### config.mk
export PLATFORM = sky130hd
export DESIGN_NAME = sampler_sample_fetch
export DESIGN_NICKNAME = d
export VERILOG_FILES = /design/src/rtl/sampler_pkg.sv /design/src/rtl/sample_clk_sync.sv /design/src/rtl/sampler_sample_fetch.sv
export SDC_FILE = /design/constraint.sdc
export NUM_CORES = 1
export LEC_CHECK = 0
export ABC_AREA = 0
export CORE_MARGIN = 3
export CORE_UTILIZATION = 45
export DETAILED_ROUTE_END_ITERATION = 8
export PLACE_DENSITY = 0.83
export SYNTH_ARGS = -nofsm -noshare
export SYNTH_HDL_FRONTEND = slang
export SYNTH_HIERARCHICAL = 1
export SYNTH_SLANG_ARGS = --single-unit
### constraint.sdc
create_clock -name Clk -period 4.4 [get_ports Clk]
set_input_delay 0.88 -clock Clk [delete_from_list [all_inputs] [get_ports Clk]]
set_output_delay 0.88 -clock Clk [all_outputs]
set_load 0.01 [all_outputs]
### src/rtl/sampler_pkg.sv
// Shared types, widths and helpers for the sampler voice path.
package sampler_pkg;

    localparam int unsigned SAMPLE_W    = 16;
    localparam int unsigned SRAM_ADDR_W = 20;
    localparam logic [3:0]  GAIN_UNITY  = 4'd8;
    localparam int unsigned PROD_W      = 21;

    localparam logic signed [PROD_W-1:0] SAT_MAX = PROD_W'(32767);
    localparam logic signed [PROD_W-1:0] SAT_MIN = -PROD_W'(32768);

    typedef enum logic [2:0] {
        ST_IDLE,
        ST_WAIT_ADDR,
        ST_READ,
        ST_SCALE,
        ST_SKIP,
        ST_OUT
    } fetch_state_t;

    // Clamp a scaled product into the signed 16-bit PCM range.
    function automatic logic signed [SAMPLE_W-1:0] sat16(input logic signed [PROD_W-1:0] v);
        logic signed [SAMPLE_W-1:0] r;
        if (v > SAT_MAX) begin
            r = 16'sh7FFF;
        end else if (v < SAT_MIN) begin
            r = 16'sh8000;
        end else begin
            r = v[SAMPLE_W-1:0];
        end
        return r;
    endfunction

endpackage

### src/rtl/sample_clk_sync.sv
// Two-flop synchronizer plus rising-edge detector for a sample-rate level clock.
module sample_clk_sync (
    input  logic clk,
    input  logic rst_n,
    input  logic async_in,
    output logic tick_c
);

    logic meta_q;
    logic sync_q;
    logic prev_q;

    always_ff @(posedge clk or negedge rst_n) begin
        if (!rst_n) begin
            meta_q <= 1'b0;
            sync_q <= 1'b0;
            prev_q <= 1'b0;
        end else begin
            meta_q <= async_in;
            sync_q <= meta_q;
            prev_q <= sync_q;
        end
    end

    assign tick_c = sync_q & ~prev_q;

endmodule

### src/rtl/sampler_sample_fetch.sv
// Per-sample sequencer: fetches the next note address, reads one PCM word from
// SRAM, applies gain with saturation and hands the result to the serializer.
module sampler_sample_fetch
    import sampler_pkg::*;
#(
    parameter int unsigned ADDR_W       = SRAM_ADDR_W,
    parameter int unsigned DATA_W       = SAMPLE_W,
    parameter int unsigned READ_WAIT    = 2,
    parameter int unsigned DONE_TIMEOUT = 64
) (
    input  logic              Clk,
    input  logic              Reset,
    input  logic              sample_clk,
    output logic              init,
    input  logic              done,
    input  logic [ADDR_W-1:0] note_address,
    input  logic              mute,
    input  logic [3:0]        gain,
    output logic [ADDR_W-1:0] SRAM_ADDR,
    output logic              SRAM_CE_N,
    output logic              SRAM_OE_N,
    output logic              SRAM_WE_N,
    input  logic [DATA_W-1:0] sram_rdata,
    output logic [DATA_W-1:0] sample_out,
    output logic              sample_valid,
    output logic              overrun,
    output logic              timeout
);

    localparam int unsigned CNT_W = 8;

    fetch_state_t             state_q;
    fetch_state_t             state_d;
    logic [CNT_W-1:0]         cnt_q;
    logic [DATA_W-1:0]        data_q;
    logic                     tick_c;
    logic                     wait_expired_c;
    logic                     read_last_c;
    logic                     init_c;
    logic                     strobe_n_c;
    logic                     valid_c;
    logic signed [PROD_W-1:0] data_ext_c;
    logic signed [PROD_W-1:0] gain_ext_c;
    logic signed [PROD_W-1:0] product_c;
    logic [DATA_W-1:0]        result_c;

    sample_clk_sync u_sync (
        .clk      (Clk),
        .rst_n    (Reset),
        .async_in (sample_clk),
        .tick_c   (tick_c)
    );

    assign wait_expired_c = (cnt_q == CNT_W'(DONE_TIMEOUT - 1));
    assign read_last_c    = (cnt_q == CNT_W'(READ_WAIT - 1));

    always_ff @(posedge Clk or negedge Reset) begin
        if (!Reset) begin
            state_q <= ST_IDLE;
        end else begin
            state_q <= state_d;
        end
    end

    always_comb begin
        state_d = state_q;
        case (state_q)
            ST_IDLE: begin
                if (tick_c) state_d = ST_WAIT_ADDR;
            end
            ST_WAIT_ADDR: begin
                if (done) begin
                    state_d = mute ? ST_SKIP : ST_READ;
                end else if (wait_expired_c) begin
                    state_d = ST_OUT;
                end
            end
            ST_READ: begin
                if (read_last_c) state_d = ST_SCALE;
            end
            ST_SCALE: state_d = ST_OUT;
            ST_SKIP:  state_d = ST_OUT;
            ST_OUT:   state_d = ST_IDLE;
            default:  state_d = ST_IDLE;
        endcase
    end

    // Output values decoded from the upcoming state so the registers line up with it.
    always_comb begin
        init_c     = 1'b0;
        strobe_n_c = 1'b1;
        valid_c    = 1'b0;
        case (state_d)
            ST_WAIT_ADDR: init_c     = 1'b1;
            ST_READ:      strobe_n_c = 1'b0;
            ST_OUT:       valid_c    = 1'b1;
            default:      ;
        endcase
    end

    // Signed sample times unsigned gain; unity gain is 8, hence the shift by 3.
    always_comb begin
        data_ext_c = PROD_W'(signed'(data_q));
        gain_ext_c = PROD_W'(gain);
        product_c  = data_ext_c * gain_ext_c;
        result_c   = DATA_W'(sat16(product_c >>> 3));
    end

    always_ff @(posedge Clk or negedge Reset) begin
        if (!Reset) begin
            cnt_q  <= '0;
            data_q <= '0;
        end else begin
            cnt_q <= (state_d != state_q) ? '0 : cnt_q + CNT_W'(1);
            if (state_q == ST_READ && read_last_c) begin
                data_q <= sram_rdata;
            end
        end
    end

    always_ff @(posedge Clk or negedge Reset) begin
        if (!Reset) begin
            init         <= 1'b0;
            SRAM_CE_N    <= 1'b1;
            SRAM_OE_N    <= 1'b1;
            SRAM_ADDR    <= '0;
            sample_out   <= '0;
            sample_valid <= 1'b0;
            overrun      <= 1'b0;
            timeout      <= 1'b0;
        end else begin
            init         <= init_c;
            SRAM_CE_N    <= strobe_n_c;
            SRAM_OE_N    <= strobe_n_c;
            sample_valid <= valid_c;
            if (state_q == ST_WAIT_ADDR && done) begin
                SRAM_ADDR <= note_address;
            end
            // Skip and timeout paths both deliver silence.
            if (state_d == ST_OUT) begin
                sample_out <= (state_q == ST_SCALE) ? result_c : '0;
            end
            if (tick_c && state_q != ST_IDLE) begin
                overrun <= 1'b1;
            end
            if (state_q == ST_WAIT_ADDR && !done && wait_expired_c) begin
                timeout <= 1'b1;
            end
        end
    end

    assign SRAM_WE_N = 1'b1;

endmodule

# --- After elaboration in Yosys (flattened, before gate mapping) ---
# Index checks and enable logic that the tools add are counted.
# W data, S select, Z words.
totals:
  wordCells: 51
  ff_bits: 71
  out_inout_bits: 43
classes:
  n_addsub: 1
  muxes: 13
  bitwise: 2
  n_reduce_logical: 9
  magnitude_cmp: 2
  mul: 1
  n_eq_ne: 10
ops:
  columns: ["cell", "count"]
  rows:
  - ["$mux W16", 3]
  - ["$mul A16 B5 Y21", 1]
  - ["$gt A18 B16 Y1 const B", 1]
  - ["$lt A18 B16 Y1 const B", 1]
  - ["$mux W3", 5]
  - ["$pmux W3 S4", 1]
  - ["$eq A3 B2 Y1 const B", 3]
  - ["$add A8 B1 Y8 const B", 1]
  - ["$eq A8 B1 Y1 const B", 1]
  - ["$eq A8 B6 Y1 const B", 1]
  - ["$mux W8", 1]
  - ["$eq A3 B1 Y1 const B", 2]
  - ["$eq A3 B3 Y1 const B", 2]
  - ["$logic_and A1 B1 Y1", 5]
  - ["$logic_not A3 Y1", 1]
  - ["$mux W1", 3]
  - ["$ne A3 B3 Y1", 1]
  - ["$reduce_bool A3 Y1", 1]
  - ["$reduce_or A2 Y1", 1]
  - ["$and A1 B1 Y1", 1]
  - ["$logic_not A1 Y1", 1]
  - ["$not A1 Y1", 1]

# --- Logic depth before layout (Yosys ltp) ---
depth:
  ltp_word: 6
  depth_mapped: 19
  mapped_depth_nobuf: 16

# --- Modules after synthesis ---
# The synthesis kept the hierarchy.
by_module_without_submodules:
  columns: ["mod", "cells_each", "area_each_um2", "n_inst"]
  rows:
  - ["sampler_sample_fetch", 504, 5198.7, 1]
  - ["sample_clk_sync", 4, 88.8, 1]

# --- Least setup slack after synthesis ---
# No wires, ideal clock.
synth_timing:
  path_kind: "input to register"
  from: "input port gain[2]"
  to: "register sample_out[12]"
  stages: 18
  t_arrival_ns: 4.649
  path_slack_ns: -0.375
  cell_sequence: "clkbuf_1 and2_1 ha_1 fa_1 inv_1 fa_1 inv_1 ha_1 buf_4 a211o_1 a21oi_2 a21oi_1 o31ai_2 o31ai_4 xor2_2 a21boi_2 buf_6 a221o_1"
synth_between:
  elab_chain_cells: 5
  elab_cells_between_ends: 6
  cone_classes: "mul: 1; order compare: 2; mux: 3"
synth_lines:
  columns: ["element", "line", "text"]
  rows:
  - ["start, declared", "sampler_sample_fetch.sv:18", "input logic [3:0] gain,"]
  - ["$mul A16 B5 Y21 *", "sampler_sample_fetch.sv:105", "product_c = data_ext_c * gain_ext_c;"]
  - ["$lt A18 B16 Y1", "sampler_pkg.sv:26", "end else if (v < SAT_MIN) begin"]
  - ["$mux W16", "sampler_pkg.sv:26", null]
  - ["$mux W16 *", "sampler_pkg.sv:24", "if (v > SAT_MAX) begin"]
  - ["$mux W16 *", "sampler_sample_fetch.sv:141", "sample_out <= (state_q == ST_SCALE) ? result_c : '0;"]
  - ["end signal, assigned", "sampler_sample_fetch.sv:141", null]
  - ["end, declared", "sampler_sample_fetch.sv:24", "output logic [DATA_W-1:0] sample_out,"]
# Every way passes the cells marked *; elsewhere a longest branch is shown, timed or not.
# A chain may end at the register's enable or synchronous reset.

# --- Worst setup path in the final report ---
layout_timing:
  from: "input port gain[2]"
  to: "register sample_out[2]"
# Same word-level chain as after synthesis.

==> results.md <==
* Avg Synthesized Cell Area at between 10 and 15 µm²
* Worst-margin pin slew at ~1.0 ns
* Fill count at ~800
* Num CTS Buffers at 9
* RePlAce Congestion at between 0.8 and 0.9
* Layout Cells excl Fill at ~800
* CTS tree: yes
* # nets final at 775
* H-tree depth at 3
* Final WL at between 10,000 and 15,000 µm
* Post-DR vias/cell at 5.26
* Period minus WS final at between 4 and 5 ns
* Initial antenna violation count at 0
* N_diodes at 0
* Root Buffer: clkbuf_16
* Final hold vios at 0
* Worst setup EP type: register
* WS Path Type: input port to register
* Die Y at approximately 110 µm
* Clk slew on worst S/H paths at roughly 0.060 ns
* Synth warn at 6
* Worst Skew at about 0.015 ns
* PortBufs at 86
* Yosys top cell by area: dfrtp_1
* Via count at about 4,200
* Post-synth net total at 626
* Count leader, synth: inv_1
* Sequential area share after synthesis at 0.336
* Clock Path Buffers at 2
* Core Rows at 38
* I/O Pins at just under 90
* Number of max-cap violations at 0
* Total core area at between 10,000 and 15,000 µm²
* DR pass1 iterations at 4
* Multiplexer share of the synthesized area at 0.0786
* FFs w/ async S/R, synth at 1.00
* Post-DP HPWL at about 9000 µm
* PnR worst setup slack at -0.0685 ns
* Total global routing overflow at 0
* Ys flop type: dfrtp_1
* Final slew viol count at 0
* Synth Area in Compound Gates at 0.109
* Layout area overhead at 41.1%
* Post-Syn Area at approximately 5300 µm²
* Top cells by area, synth: dfrtp_1, fa_1, ha_1
* Total GRT Usage at 0.204
* Worst EP required at roughly 4.6 ns
* Fmax at 224 MHz
* Post-synth EDFFs at 0
* First-pass GRT wire length at about 21,000 µm
* Placed cell count at between 700 and 800
* Initial Utilization at 0.473
* Die area at 13,100 µm²
* Vias in the first global route at between 4,000 and 5,000
* RSZ-0062 raised after global routing: yes
* Status: finished with violations
* Simple-Gate Fraction of Synth Area at 0.133
* # clock sinks at slightly above 70
* Worst Hold Class: register to register
* Data arrival, critical path at 4.69 ns
* Synth Area in Adders at 0.220
* Top fanout value on the critical path at 8
* Final setup viols at 15
* DR WL/cell at roughly 16 µm
* Yosys top cell area share at 0.331
* Hold Buf Count CTS at 0
* Critical Path Start Type: input port
* Largest family of logic cells by synthesized area: adder cells
* Die width at 114 µm
* Synth Register Bits at 71
* DRC viols at 0
* Antenna-violating nets left at 0
* Slew headroom at 0.328
* Count of cell types in the netlist at 58
* Worst skew pair latency at 0.35 ns
* Largest net degree at the start of global routing at 45
* Final period utilization at 1.02
* Failing checks: negative setup slack
* Synth top cells by count: inv_1, dfrtp_1, and2_1
* Detailed Route Iter0 Violations at between 100 and 150
* Synth Instances at approximately 510
* Layout cells sized above 1 at 0.298
* Synth Area in XOR/XNOR at 0.0412
-- final timing paths --
kind	startpoint	endpoint	slack (ns)	cells after the start
setup / recovery	gain[2]	sample_out[2]	-0.07	19
hold / removal	u_sync/meta_q	u_sync/sync_q	0.36	0
setup reg to reg	data_q[9]	sample_out[2]	0.24	17
hold reg to reg	u_sync/meta_q	u_sync/sync_q	0.36	0
max in group asynchronous	Reset	sample_out[7]	2.81	2
min in group asynchronous	Reset	cnt_q[4]	0.68	1
-- layout by cell type (no fill, tap or decap), types with 6 or more instances in the layout --
master / instances
a21o_1: 6
a21oi_1: 14
a221o_1: 15
and2_1: 35
and2_4: 11
buf_4: 60
buf_6: 13
clkbuf_16: 9
clkdlybuf4s50_1: 82
dfrtp_1: 70
fa_1: 32
ha_1: 21
ha_4: 17
inv_1: 67
inv_2: 8
mux2_2: 36
nand2_1: 28
nand3_1: 8
nor2_1: 20
o21ai_0: 6
xnor2_1: 12
xor2_1: 11
-- flip-flops by register name, indices dropped and copies added, names as in the netlist --
name / cells
SRAM_ADDR: 20
data_q: 16
sample_out: 16
cnt_q: 8
state_q: 3
SRAM_OE_N: 1
init: 1
overrun: 1
sample_valid: 1
timeout: 1
u_sync/meta_q: 1
u_sync/prev_q: 1
u_sync/sync_q: 1
-- area by class of cell --
class,count,area (µm²),share of cell area
timing repair buffer,159,1460,0.195
clock buffer,9,225,0.0302
multi-input combinational,341,3450,0.462
clock inverter,7,95.1,0.0127
tap,140,175,0.0235
inverter,75,282,0.0377
sequential,71,1780,0.238
-- routing by layer --
layer | track usage | vias to the layer above | share of wire
li1 | - | 1997 | -
met4 | 0.0966 | 0 | 0.032
met5 | 0 | - | 0
met2 | 0.340 | 150 | 0.50
met3 | 0.0444 | 39 | 0.052
met1 | 0.252 | 2032 | 0.42
-- stage by stage --
| stage | TNS (ns) | cell area [µm²] | hold slack, ns | util | setup slack, ns |
|---|---|---|---|---|---|
| after floorplan | -2.68 | 5370 | 0.331 | - | -0.209 |
| after global placement | -13.44 | 6690 | 0.332 | 0.599 | -0.873 |
| after detailed placement | -15.45 | 6690 | 0.346 | 0.599 | -1.01 |
| after CTS | -0.746 | 7280 | 0.360 | 0.652 | -0.0867 |
| after global routing | -2.82 | 7460 | 0.378 | 0.668 | -0.221 |
| final | -0.595 | 7460 | 0.358 | 0.668 | -0.0685 |
-- timing repair --
item | CTS | global route
setup endpoints to repair | 16 | 16
setup buffers | 9 | 2
cloned | 3 | 0
pin swaps | 36 | 47
gates resized for setup | 52 | 34
-- critical path: stages --
cell and delay (ns):
buf_8 0.10, buf_6 0.13, and2_1 0.17, ha_4 0.23
fa_1 0.48, inv_1 0.05, fa_1 0.52, inv_2 0.06
ha_4 0.25, a21o_1 0.24, a221oi_4 0.33, nand4b_1 0.17
and2_4 0.18, buf_4 0.13, a311oi_2 0.11, nand2_2 0.12
a21boi_4 0.07, buf_6 0.14, a221o_1 0.31
-- kinds of logic (layout without fill, tap and decap cells) --
kind of cell	Yosys count	after routing
xor gates and xnor gates	24	24
buffers and inverters	96	250
other	1	1
and+or+nand+nor	131	131
muxes	37	37
AOI/OAI and AO/OA	75	75
adders and majority gates	73	73
DFF	71	71
Power is left out: the tool's default activity adds up to more than one toggle a clock period on the data nets, which glitch-free logic cannot reach.
==> edit (same settings) <==
Register the output `sample_out` once more, with the module's reset; this adds one clock of latency there. The other outputs are not delayed to match.
--- a/src/rtl/sampler_sample_fetch.sv
+++ b/src/rtl/sampler_sample_fetch.sv
@@ -28,6 +28,8 @@
 );
 
     localparam int unsigned CNT_W = 8;
+
+    logic [DATA_W-1:0] sample_s0;
 
     fetch_state_t             state_q;
     fetch_state_t             state_d;
@@ -124,7 +126,7 @@
             SRAM_CE_N    <= 1'b1;
             SRAM_OE_N    <= 1'b1;
             SRAM_ADDR    <= '0;
-            sample_out   <= '0;
+            sample_s0    <= '0;
             sample_valid <= 1'b0;
             overrun      <= 1'b0;
             timeout      <= 1'b0;
@@ -138,7 +140,7 @@
             end
             // Skip and timeout paths both deliver silence.
             if (state_d == ST_OUT) begin
-                sample_out <= (state_q == ST_SCALE) ? result_c : '0;
+                sample_s0 <= (state_q == ST_SCALE) ? result_c : '0;
             end
             if (tick_c && state_q != ST_IDLE) begin
                 overrun <= 1'b1;
@@ -151,5 +153,13 @@
 
     assign SRAM_WE_N = 1'b1;
 
+    always_ff @(posedge Clk or negedge Reset) begin
+        if (!Reset) begin
+            sample_out <= '0;
+        end else begin
+            sample_out <= sample_s0;
+        end
+    end
+
 endmodule
 
Behaviour: not the same (a bounded check fails within 10 cycles, from zero or initial values and one cycle with Reset low).
==> edit against the original RTL <==
  * Cell count is 6.2% higher
  * Non-clock buffer count is 1 lower
  * Wire length is 0.40% lower
  * Setup slack better by 0.11 ns
  * Count of clock-buffer cells in the layout is 4 higher
  * Critical endpoint is now sample_s0[11]
  * Die area is 7.6% higher
  * Worst hold slack worse by 0.012 ns
  * Cell area is 7.7% higher
  * Maximum frequency is 2.5% higher
  * Area after synthesis is 8.1% higher
  * Sequential cell count is 16 higher
Power is left out: the tool's default activity adds up to more than one toggle a clock period on the data nets, which glitch-free logic cannot reach.
==> edit: results (changes against the original RTL) <==
.. list-table::
   :header-rows: 1

   * - Metric
     - Value
   * - Run status
     - completed
   * - Uppermost metal layer occupied by signal nets
     - met4
   * - Placed standard-cell area
     - 7360 um2 (+10%)
   * - Leading post-synthesis cells by instance count
     - sky130_fd_sc_hd__dfrtp_1 (86), sky130_fd_sc_hd__inv_1 (76), sky130_fd_sc_hd__nand2_1 (46)
   * - Synth Net Count
     - 646 (+3.2%)
   * - Multi-input comb cells
     - 347 (+1.8%)
   * - HPWL reported at the end of detailed placement
     - 9550 um (+4.3%)
   * - Arrival @ worst endpoint
     - 4.58 ns (-0.11 ns)
   * - Top cells by area in the synthesized netlist
     - sky130_fd_sc_hd__dfrtp_1 (38%), sky130_fd_sc_hd__fa_1 (12%), sky130_fd_sc_hd__ha_1 (8.8%), sky130_fd_sc_hd__mux2_2 (7.1%), sky130_fd_sc_hd__inv_1 (5.0%)
   * - Total routing usage reported by global routing
     - 19.5% (-0.94 points)
   * - Placer's final routability congestion estimate
     - 0.874 (+7.4%)
   * - Biggest cell delay along the critical path
     - 0.50 ns (-0.02 ns)
   * - Final hold slack
     - 0.346 ns (-0.0118 ns)
   * - Setup Skew
     - 0.00317 ns (-0.0119 ns)
   * - Register containing the most flip-flops in the final layout
     - SRAM_ADDR
   * - Vias in the first global route
     - 4656 (+2.7%)
   * - Storage cell area
     - 2180 um2 (+23%)
   * - Area of all placed cells without fillers
     - 8030 um2 (+7.7%)
   * - Via count normalized by instance count
     - 5.11 (-2.8%)
   * - Setup violations, final
     - 0 (-15)
   * - Clock buf count
     - 13 (+4)
   * - Number of non-filler instances in the completed layout
     - 852 (+6.2%)
   * - Share of synthesized area occupied by flip-flops and latches
     - 38.1% (+4.5 points)
   * - NumNets Final
     - 797 (+2.8%)
   * - Dominant delay contributor by cell family on the critical path
     - adder cells
   * - Number of placed instances, taps included
     - 819 (+6.0%)
   * - Largest register FFs
     - 20 (unchanged)
   * - Area of combinational cells with multiple inputs
     - 3570 um2 (+3.5%)
   * - Met1 track demand over resource
     - 23.3% (-1.9 points)
   * - Largest net degree at the start of global routing
     - 88 (+96%)
   * - End of the worst register-to-register path
     - sample_s0[11]
   * - Signal buf overhead
     - 18.6% (-0.92 points)
   * - Critical R2R Launch
     - data_q[2]
   * - Count of inverters not on the clock network in the layout
     - 76 (+1.3%)
   * - Gate count of the mapped netlist
     - 528 (+3.9%)
   * - Unique cell type count in the Yosys netlist
     - 54 (-6.9%)
   * - Wire length on met3
     - 591 um (-13%)
   * - Pre-CTS setup slack
     - -0.754 ns (+0.260 ns)
   * - First-pass GRT wire length
     - 22200 um (+4.2%)
   * - Fraction of layout instances using a drive strength above 1
     - 31.9% (+2.1 points)
   * - Number of non-clock buffers in the layout
     - 158 (-0.63%)
   * - Final-layout clock-cell area share
     - 3.65% (-0.65 points)
   * - Max Fanout on Critical Path
     - 7 (-1)
   * - Met2 wirelength from detailed routing
     - 6820 um (+4.5%)
[edit: worst max-delay path by stage]
stage          startpoint            end  slack [ns]
6_report          gain[2]  sample_s0[11]        0.04
5_1_grt           gain[2]  sample_s0[11]       -0.09
4_1_cts           gain[2]   sample_s0[5]      -0.002
3_5_place_dp      gain[2]   sample_s0[5]       -0.75
3_3_place_gp      gain[2]   sample_s0[4]       -0.65
2_1_floorplan     gain[3]   sample_s0[4]       -0.02
[edit: cell families after synthesis]
family	Yosys count	share of synthesized area, %
AO/OA/AOI/OAI	73	11.1
XOR/XNOR	26	4.25
adder cells (fa/ha/maj)	73	20.3
buffers and inverters	94	6.52
flip-flops	87	38.1
multiplexers	36	7.09
other	1	0.0656
AND/OR/NAND/NOR	138	12.5
[edit: what timing repair did]
item	CTS	global route
gates resized for setup	34	38
pin swaps	20	48
endpoints found under the setup margin	15	15
cloned	5	0
setup buffers	5	7
endpoints found under the hold margin	0	0
